### src/rtl/conv_window_feeder.sv
// conv_window_feeder: turns a raster-order pixel stream into KxK windows at a
// fixed stride, presented flattened on a valid/ready port for the MAC array.
// The last K rows live in a ring of row registers indexed by (row mod K).
// Optional build macro: CONV_FEEDER_COORD_EN adds win_row/win_col outputs.

module conv_window_feeder #(
  parameter int DATA_W = 8,
  parameter int IMG_W  = 7,
  parameter int IMG_H  = 7,
  parameter int K      = 3,
  parameter int STRIDE = 2,
  localparam int OUT_W  = (IMG_W - K) / STRIDE + 1,
  localparam int OUT_H  = (IMG_H - K) / STRIDE + 1,
  localparam int WROW_W = (OUT_H > 1) ? $clog2(OUT_H) : 1,
  localparam int WCOL_W = (OUT_W > 1) ? $clog2(OUT_W) : 1
) (
  input  logic                    clock,
  input  logic                    reset,
  input  logic                    pix_valid,
  output logic                    pix_ready,
  input  logic [DATA_W-1:0]       pix_data,
  output logic                    win_valid,
  input  logic                    win_ready,
  output logic [K*K*DATA_W-1:0]   win_data,
  output logic                    win_last,
  output logic                    frame_done
`ifdef CONV_FEEDER_COORD_EN
  ,
  output logic [WROW_W-1:0]       win_row,
  output logic [WCOL_W-1:0]       win_col
`endif
);

  localparam int COL_W    = (IMG_W > 1) ? $clog2(IMG_W) : 1;
  localparam int ROW_W    = (IMG_H > 1) ? $clog2(IMG_H) : 1;
  localparam int SLOT_W   = (K > 1) ? $clog2(K) : 1;
  localparam int W_W      = (OUT_W > 1) ? $clog2(OUT_W) : 1;
  localparam int BAND_W   = $clog2(OUT_H + 1);
  localparam int STEP_MOD = STRIDE % K;
  localparam int WIN_BITS = K * K * DATA_W;

  localparam logic [COL_W-1:0]  COL_LAST   = COL_W'(IMG_W - 1);
  localparam logic [ROW_W-1:0]  ROW_LAST   = ROW_W'(IMG_H - 1);
  localparam logic [ROW_W-1:0]  TRIG_FIRST = ROW_W'(K - 1);
  localparam logic [ROW_W-1:0]  ROW_STEP   = ROW_W'(STRIDE);
  localparam logic [SLOT_W-1:0] SLOT_LAST  = SLOT_W'(K - 1);
  localparam logic [W_W-1:0]    W_LAST     = W_W'(OUT_W - 1);
  localparam logic [BAND_W-1:0] BAND_LAST  = BAND_W'(OUT_H - 1);
  localparam logic [BAND_W-1:0] BAND_ALL   = BAND_W'(OUT_H);

  typedef enum logic [1:0] {FILL, EMIT, DONE} state_t;

  state_t              state_q, state_d;
  logic [COL_W-1:0]    col_q, col_d;
  logic [ROW_W-1:0]    row_q, row_d;
  logic [SLOT_W-1:0]   wr_slot_q, wr_slot_d;
  logic [SLOT_W-1:0]   base_slot_q, base_slot_d;
  logic [ROW_W-1:0]    trig_row_q, trig_row_d;
  logic [BAND_W-1:0]   band_q, band_d;
  logic [W_W-1:0]      w_q, w_d;
  logic                last_row_seen_q, last_row_seen_d;
  logic                pix_ready_q, pix_ready_d;
  logic                win_valid_q, win_valid_d;
  logic [WIN_BITS-1:0] win_data_q, win_data_d;
  logic                win_last_q, win_last_d;
  logic                frame_done_q, frame_done_d;
`ifdef CONV_FEEDER_COORD_EN
  logic [WROW_W-1:0]   win_row_q, win_row_d;
  logic [WCOL_W-1:0]   win_col_q, win_col_d;
`endif

  logic [DATA_W-1:0]   ring_q [K][IMG_W];
  logic [WIN_BITS-1:0] win_next;
  logic [COL_W-1:0]    sel_col;
  logic [W_W-1:0]      w_next;
  logic                pix_fire, win_fire, row_end, frame_end;
  logic                band_trigger, band_final, w_final;

  assign pix_fire     = pix_valid && pix_ready_q;
  assign win_fire     = win_valid_q && win_ready;
  assign row_end      = pix_fire && (col_q == COL_LAST);
  assign frame_end    = row_end && (row_q == ROW_LAST);
  assign band_trigger = row_end && (band_q != BAND_ALL) && (row_q == trig_row_q);
  assign band_final   = (band_q == BAND_LAST);
  assign w_final      = (w_q == W_LAST);
  assign w_next       = w_final ? '0 : w_q + 1'b1;
  assign sel_col      = (state_q == EMIT) ? COL_W'(int'(w_next) * STRIDE) : '0;

  // Ring of row buffers: each accepted pixel lands in slot (row mod K) at its column
  always_ff @(posedge clock) begin
    if (pix_fire) begin
      ring_q[wr_slot_q][col_q] <= pix_data;
    end
  end

  // Gather the window at sel_col for the current band, forwarding the pixel written this cycle
  always_comb begin
    logic [SLOT_W-1:0] rd_slot;
    logic [COL_W-1:0]  rd_col;
    win_next = '0;
    rd_slot  = '0;
    rd_col   = '0;
    for (int i = 0; i < K; i++) begin
      rd_slot = SLOT_W'((int'(base_slot_q) + i) % K);
      for (int j = 0; j < K; j++) begin
        rd_col = COL_W'(int'(sel_col) + j);
        if (pix_fire && (rd_slot == wr_slot_q) && (rd_col == col_q)) begin
          win_next[(i*K+j)*DATA_W +: DATA_W] = pix_data;
        end else begin
          win_next[(i*K+j)*DATA_W +: DATA_W] = ring_q[rd_slot][rd_col];
        end
      end
    end
  end

  // State register
  always_ff @(posedge clock or negedge reset) begin
    if (!reset) begin
      state_q <= FILL;
    end else begin
      state_q <= state_d;
    end
  end

  // Next-state logic: fill rows, emit a band of windows, then close the frame
  always_comb begin
    state_d = state_q;
    case (state_q)
      FILL: begin
        if (band_trigger) begin
          state_d = EMIT;
        end else if (frame_end) begin
          state_d = DONE;
        end
      end
      EMIT: begin
        if (win_fire && w_final) begin
          state_d = (band_final && last_row_seen_q) ? DONE : FILL;
        end
      end
      DONE:    state_d = FILL;
      default: state_d = FILL;
    endcase
  end

  // Output and counter logic: raster counters in FILL, window stepping in EMIT, clear in DONE
  always_comb begin
    int base_adv;
    col_d           = col_q;
    row_d           = row_q;
    wr_slot_d       = wr_slot_q;
    base_slot_d     = base_slot_q;
    trig_row_d      = trig_row_q;
    band_d          = band_q;
    w_d             = w_q;
    last_row_seen_d = last_row_seen_q;
    win_data_d      = win_data_q;
    win_last_d      = win_last_q;
`ifdef CONV_FEEDER_COORD_EN
    win_row_d       = win_row_q;
    win_col_d       = win_col_q;
`endif
    base_adv = int'(base_slot_q) + STEP_MOD;
    if (base_adv >= K) begin
      base_adv = base_adv - K;
    end
    case (state_q)
      FILL: begin
        if (pix_fire) begin
          if (col_q == COL_LAST) begin
            col_d = '0;
            if (row_q == ROW_LAST) begin
              row_d           = '0;
              wr_slot_d       = '0;
              last_row_seen_d = 1'b1;
            end else begin
              row_d     = row_q + 1'b1;
              wr_slot_d = (wr_slot_q == SLOT_LAST) ? '0 : wr_slot_q + 1'b1;
            end
          end else begin
            col_d = col_q + 1'b1;
          end
        end
        if (band_trigger) begin
          w_d        = '0;
          win_data_d = win_next;
          win_last_d = band_final && (W_LAST == '0);
`ifdef CONV_FEEDER_COORD_EN
          win_row_d  = WROW_W'(band_q);
          win_col_d  = '0;
`endif
        end
      end
      EMIT: begin
        if (win_fire) begin
          if (w_final) begin
            w_d         = '0;
            band_d      = band_q + 1'b1;
            base_slot_d = SLOT_W'(base_adv);
            if (!band_final) begin
              trig_row_d = trig_row_q + ROW_STEP;
            end
          end else begin
            w_d        = w_next;
            win_data_d = win_next;
            win_last_d = band_final && (w_next == W_LAST);
`ifdef CONV_FEEDER_COORD_EN
            win_col_d  = WCOL_W'(w_next);
`endif
          end
        end
      end
      DONE: begin
        col_d           = '0;
        row_d           = '0;
        wr_slot_d       = '0;
        base_slot_d     = '0;
        trig_row_d      = TRIG_FIRST;
        band_d          = '0;
        w_d             = '0;
        last_row_seen_d = 1'b0;
        win_last_d      = 1'b0;
`ifdef CONV_FEEDER_COORD_EN
        win_row_d       = '0;
        win_col_d       = '0;
`endif
      end
      default: ;
    endcase
    pix_ready_d  = (state_d == FILL);
    win_valid_d  = (state_d == EMIT);
    frame_done_d = (state_d == DONE);
  end

  // Datapath and registered handshake outputs
  always_ff @(posedge clock or negedge reset) begin
    if (!reset) begin
      col_q           <= '0;
      row_q           <= '0;
      wr_slot_q       <= '0;
      base_slot_q     <= '0;
      trig_row_q      <= TRIG_FIRST;
      band_q          <= '0;
      w_q             <= '0;
      last_row_seen_q <= 1'b0;
      pix_ready_q     <= 1'b0;
      win_valid_q     <= 1'b0;
      win_data_q      <= '0;
      win_last_q      <= 1'b0;
      frame_done_q    <= 1'b0;
`ifdef CONV_FEEDER_COORD_EN
      win_row_q       <= '0;
      win_col_q       <= '0;
`endif
    end else begin
      col_q           <= col_d;
      row_q           <= row_d;
      wr_slot_q       <= wr_slot_d;
      base_slot_q     <= base_slot_d;
      trig_row_q      <= trig_row_d;
      band_q          <= band_d;
      w_q             <= w_d;
      last_row_seen_q <= last_row_seen_d;
      pix_ready_q     <= pix_ready_d;
      win_valid_q     <= win_valid_d;
      win_data_q      <= win_data_d;
      win_last_q      <= win_last_d;
      frame_done_q    <= frame_done_d;
`ifdef CONV_FEEDER_COORD_EN
      win_row_q       <= win_row_d;
      win_col_q       <= win_col_d;
`endif
    end
  end

  assign pix_ready  = pix_ready_q;
  assign win_valid  = win_valid_q;
  assign win_data   = win_data_q;
  assign win_last   = win_last_q;
  assign frame_done = frame_done_q;
`ifdef CONV_FEEDER_COORD_EN
  assign win_row    = win_row_q;
  assign win_col    = win_col_q;
`endif

endmodule

### config.mk
export PLATFORM = sky130hd
export DESIGN_NAME = conv_window_feeder
export DESIGN_NICKNAME = d
export VERILOG_FILES = /design/src/rtl/conv_window_feeder.sv
export SDC_FILE = /design/constraint.sdc
export NUM_CORES = 1
export LEC_CHECK = 0
export BUFFER_PORTS_ARGS = -buffer_cell sky130_fd_sc_hd__clkbuf_2
export CORE_UTILIZATION = 55
export CTS_CLUSTER_SIZE = 40
export DETAILED_ROUTE_END_ITERATION = 8
export PLACE_DENSITY_LB_ADDON = 0.05
export SETUP_SLACK_MARGIN = 0.4
export SLEW_MARGIN = 20
export SYNTH_ARGS = -nofsm -noshare
export SYNTH_HDL_FRONTEND = slang
export SYNTH_SLANG_ARGS = --single-unit
### constraint.sdc
create_clock -name clock -period 3.6 [get_ports clock]
set_input_delay 0 -clock clock [delete_from_list [all_inputs] [get_ports clock]]
set_output_delay 0 -clock clock [all_outputs]
set_load 0.05 [all_outputs]
# After elaboration in Yosys (flattened, before gate mapping)
# Memory sizes are Yosys's and may differ from the RTL's.
# Index checks and enable logic that the tools add are counted.
# totals
ramBits,168
output_inout_bits,76
input_bits,12
memories,1
regBits,96
word_cells,187
# mem_list
name,words,width,rd,rd_clocked_by_memory_dff,wr,line,rtl
ring_q,3,56,3,0,1,72,logic [DATA_W-1:0] ring_q [K][IMG_W];
# classes
n_eq_ne,26
n_bitwise,4
div_mod_pow,3
n_addsub,11
muxes,86
magnitude_cmp,6
n_reduce_logical,36
# op_table
operator,count
2-to-1 mux 8 bit,28
binary-select mux 8 bit (select 3 bit),9
2-to-1 mux 72 bit,3
case mux 72 bit (2 select lines),1
"modulo 32 x 3 -> 32 bit, second input constant",2
2-to-1 mux 56 bit,1
2-to-1 mux 2 bit,17
"modulo 3 x 3 -> 32 bit, second input constant",1
2-to-1 mux 3 bit,9
demux 8 bit (select 3 bit),1
logical AND 1 bit,22
"inequality test 2 bit, second input constant",9
case mux 3 bit (2 select lines),3
">= comparator 4 bit, second input constant",4
NOT 3 -> 4 bit,4
case mux 2 bit (2 select lines),4
AND reduction 4 bit,4
"equality test 2 bit, second input constant",6
equality test 3 bit,4
"adder 3 x 1 -> 3 bit, second input constant",3
AND reduction 3 bit,3
2-to-1 mux 1 bit,7
"adder 2 x 1 -> 2 bit, second input constant",3
"adder 3 x 2 -> 3 bit, second input constant",2
other kinds (15),22

# Longest topological paths before layout
# depth
depth_word,12
mapped_depth,11
depth_no_buf,7

# Least setup slack after synthesis
# Ideal clock, no wire load.
# synth_path
kind,flip-flop to flip-flop
from,register base_slot_q[1]
to,"register win_data_q[40], in the netlist win_data[40]"
n_path_buf,3
period_less_slack_ns,2.408
setup_slack_ns,1.192
required_time_ns,3.473
setup_time_ns,0.127
stages_incl_launch_ff,10
arrival_time_ns,2.282
cell_sequence,dfrtp_1 > inv_1 > ha_1 > buf_4 > buf_2 > buf_2 > mux2_2 > mux4_2 > o211ai_1 > a21oi_1
# synth_between
elab_chain_len,10
word_cells_on_any_way,14
cone_classes,add/sub: 1; div: 1; eq/ne: 1; mux: 8; reduce/logical: 2; memory: 1
# synth_lines
element,line,rtl
start: declaration,57,"logic [SLOT_W-1:0] base_slot_q, base_slot_d;"
start signal: assignment,259,base_slot_q <= base_slot_d;
adder 2 x 1 -> 3 bit (*),104,rd_slot = SLOT_W'((int'(base_slot_q) + i) % K);
modulo 32 x 3 -> 32 bit (*),104,
memory read (3 x 56 bit),-,
binary-select mux 8 bit (select 3 bit),110,win_next[(i*K+j)*DATA_W +: DATA_W] = ring_q[rd_slot][rd_col];
2-to-1 mux 8 bit (not written as such) (2 in a row),110,
2-to-1 mux 8 bit (*),107,if (pix_fire && (rd_slot == wr_slot_q) && (rd_col == col_q)) begin
2-to-1 mux 72 bit,196,if (w_final) begin
2-to-1 mux 72 bit,195,if (win_fire) begin
case mux 72 bit (2 select lines) (*),167,case (state_q)
end signal: assignment,266,win_data_q <= win_data_d;
end: declaration,64,"logic [WIN_BITS-1:0] win_data_q, win_data_d;"
# Mark *: on every way between the ends. The rest lies on a longest branch, timed or not. The select of a mux whose other input is x is not followed.
# A chain may end at the register's enable or synchronous reset.

# Worst setup path in the final report
# layout_path
from,register base_slot_q[1]
to,"register win_data_q[70], in the netlist win_data[70]"
# layout_between
elab_chain_len,10
word_cells_on_any_way,14
cone_classes,add/sub: 1; div: 1; eq/ne: 1; mux: 8; reduce/logical: 2; memory: 1
# layout_lines
element,line
adder 2 x 2 -> 3 bit (*),104
modulo 32 x 3 -> 32 bit (*),104
memory read (3 x 56 bit),-
binary-select mux 8 bit (select 3 bit),110
2-to-1 mux 8 bit (not written as such) (2 in a row),110
2-to-1 mux 8 bit (*),107
2-to-1 mux 72 bit,196
2-to-1 mux 72 bit,195
case mux 72 bit (2 select lines) (*),167
# Marks and branches as above.

==> impl_results.md <==
* Max VDD drop at 0.000565 V
* Syn Inst Count at 1351
* Final ANT Viol Nets at 0
* Final WS setup at 0.599 ns
* GR Overflow Total at 0
* Crit Path Class: register to register
* Top Family by Delay on Critical Path: simple AND/OR/NAND/NOR gates
* Cell area power density at 889 nW/um^2
* DR pass1 iterations at 6
* Slowest stage delay, CP at 0.68 ns
* Status: complete, no violations
* Final hold vios at 0
* Pins Over Slew Limit at 0
* Final period util at 0.834
* Dpl ws at 0.737 ns
* Prevailing post-synth register cell: edfxtp_1
* Htree depth at 1
* EDFF count, synth at 168
* Hold Worst Slack at 0.0690 ns
* Rows at 60
* Multi-input gate area at 7100 um^2
* Fin util at 0.633
* CTS clk-pin slew, worst paths at 0.06 ns
* Fill cell count at 2146
* Leak pwr at 6.47 nW
* Antenna violations before repair at 1
* Clock Sinks at 263
* Ys Warns at 0
* I/O Pins at 88
* Post-cts sizing count at 0
* Synthesized area at 15000 um^2
* CP max FO at 46
* Dominant cells by area after synthesis: edfxtp_1 34%, dfrtp_1 16%, mux2i_1 7.7%, mux2_2 6.8%, mux4_2 5.9%
* Worst reg2reg path startpoint: base_slot_q[1]$_DFFE_PN0P_
* WP buf/inv at 2
* Die area at 27900 um^2
* Slew HR at 0.222
* Die width at 167 um
* N_diodes at 0
* First-pass GRT wire length at 69900 um
* Routability Congestion at 0.940
* TritonCTS clock tree: built
* CTS buffer count at 30
* Worst path slowest cell: ha_4
* Sequential area share after synthesis at 0.495
* Max Clock Skew at 0.0132 ns
* Max Clk Rate at 333 MHz
* Drt wl/cell at 25.9 um
* Via count at 11700
* Layout cells sized above 1 at 0.233
* Total wire length at 46200 um
* Top cell type's share of synthesized area at 0.336
* HPWL Detailed at 31900 um
* Leading cell types in the layout, fill and taps excluded: 168 x edfxtp_1, 138 x nor2_1, 129 x a21oi_1
* Total power at 15.1 mW
* WP data required at 4.04 ns
* Setup TNS at 0 ns
* R2r worst-path depth at 8
* Worst Setup End Kind: register
* CP Launch Type: register
* Synth async-reset ratio at 0.361
* Hold_buf cts at 6
* Slew of the pin with the lowest slew margin at 1.16 ns
* Area leader, netlist: edfxtp_1
* Maxcap violations at 0
* RSZ-0062 raised after global routing: no
* Clk_lat worst skew at 0.57 ns
* Sequential standard cell area at 7420 um^2
* Initial Utilization at 0.558
* Vias in the first global route at 10800
* CP Depth at 8
* Longest Clk Path Bufs at 3
* Post-layout net count at 1439
* Core area at 26900 um^2
* Chip height at 167 um
* Commonest non-fill, non-tap cell in the layout: edfxtp_1
* Post-CTS Setup Inserts at 0
* Area growth from synthesis to layout at 13.5%
* Drt first-iter violations at 1402
* Critical Path AT at 3.44 ns
* Seq cells post-synth at 263
* Vias per cell at 6.58
* Remaining DRCs at 0
* Largest net degree at the start of global routing at 59
* Crit path time final at 3.00 ns
* Syn Area/Cell at 11.1 um^2
* Syn Nets at 1373
* IO buf count at 87
* Total track usage at 0.334
* Setup crit start: base_slot_q[1]$_DFFE_PN0P_
* Worst-path cell chain: inv_1 -> ha_4 -> xor2_1 -> nand2_1 -> nor3_1 -> buf_4 -> or3_1 -> a21oi_1
* Unique masters post-synth at 59
* Worst Hold Class: input port to asynchronous set/reset pin
* Finish-stage setup viols at 0
* Root buffer cell: clkbuf_16
worst reg2reg max path, cell delays in order, from the launching register on:
cell and delay [ns]:
dfrtp_1 0.42, inv_1 0.14, ha_4 0.68, xor2_1 0.25, nand2_1 0.17, nor3_1 0.51
buf_4 0.35, or3_1 0.26, a21oi_1 0.10
per-layer routing:
layer / up-vias / track usage / wire [um]
li1: 5252 / - / -
met1: 5734 / 0.518 / 21000
met2: 643 / 0.457 / 19000
met3: 78 / 0.0900 / 5060
met4: 4 / 0.0805 / 1020
met5: - / 0.0226 / 99
Yosys cell counts, types with 3 or more instances:
cell type	instances
a32o_1	19
o31ai_1	3
a22o_1	10
buf_1	8
clkbuf_1	42
nand2_1	121
inv_1	11
a211o_1	12
a31oi_1	12
ha_1	10
a211oi_1	24
nand4_1	3
edfxtp_1	168
o211ai_1	40
buf_2	51
o311ai_0	4
nor2b_1	18
buf_4	3
nand2b_1	9
nand3_1	16
o22ai_1	10
mux4_2	39
o32ai_1	4
nor3_1	22
and3_1	3
xnor2_1	4
a21oi_1	129
dfrtp_1	94
xor2_1	5
or2_2	5
mux2i_1	115
nor2_1	138
mux2_2	90
o21ai_1	9
or3_1	15
o21ai_0	54
worst paths after layout:
check	end	slack, ns
min	row_q[2]$_DFFE_PN0P_	0.07
min in group clock	win_data[14]$_DFFE_PN0P_	0.10
min reg2reg	win_data[5]$_DFFE_PN0P_	0.48
max in group asynchronous	win_data[59]$_DFFE_PN0P_	2.73
max reg2reg	win_data[70]$_DFFE_PN0P_	0.60
max	win_data[70]$_DFFE_PN0P_	0.60
logic make-up after synthesis:
family          Yosys count  synth area share
fa+ha+maj                10           0.00835
flops                   263             0.495
mux                     244             0.203
xor+xnor                  9           0.00526
simple gates            361             0.106
buf+inv                 118            0.0355
compound gates          346             0.146
report_power, final:
part	internal, mW	switching (mW)
Sequential	3.82	0.554
Combinational	2.57	4.84
Clock	2.06	1.28
per-stage QoR:
step / instances / cell area, um^2
6_report: 1781 / 17000
5_1_grt: 1781 / 17000
4_1_cts: 1781 / 17000
3_5_place_dp: 1720 / 15800
3_3_place_gp: 1720 / 15800
2_1_floorplan: 1351 / 15000
layout make-up:
| type | count | share of cell area |
|---|---|---|
| Sequential cell | 263 | 0.436 |
| Multi-Input combinational cell | 970 | 0.417 |
| Timing Repair Buffer | 140 | 0.0537 |
| Clock buffer | 35 | 0.0502 |
| Tap cell | 341 | 0.0251 |
| Clock inverter | 20 | 0.0149 |
| Inverter | 12 | 0.00265 |
sequential cells by signal, indices dropped and copies added, names as in the netlist:
register         cells
win_valid            1
frame_done           1
row_q                3
wr_slot_q            2
base_slot_q          2
win_data            72
ring_q             168
pix_ready            1
win_last             1
w_q                  2
trig_row_q           2
last_row_seen_q      1
col_q                3
band_q               2
state_q              2
No activity file was read; power rests on OpenSTA's default activity.
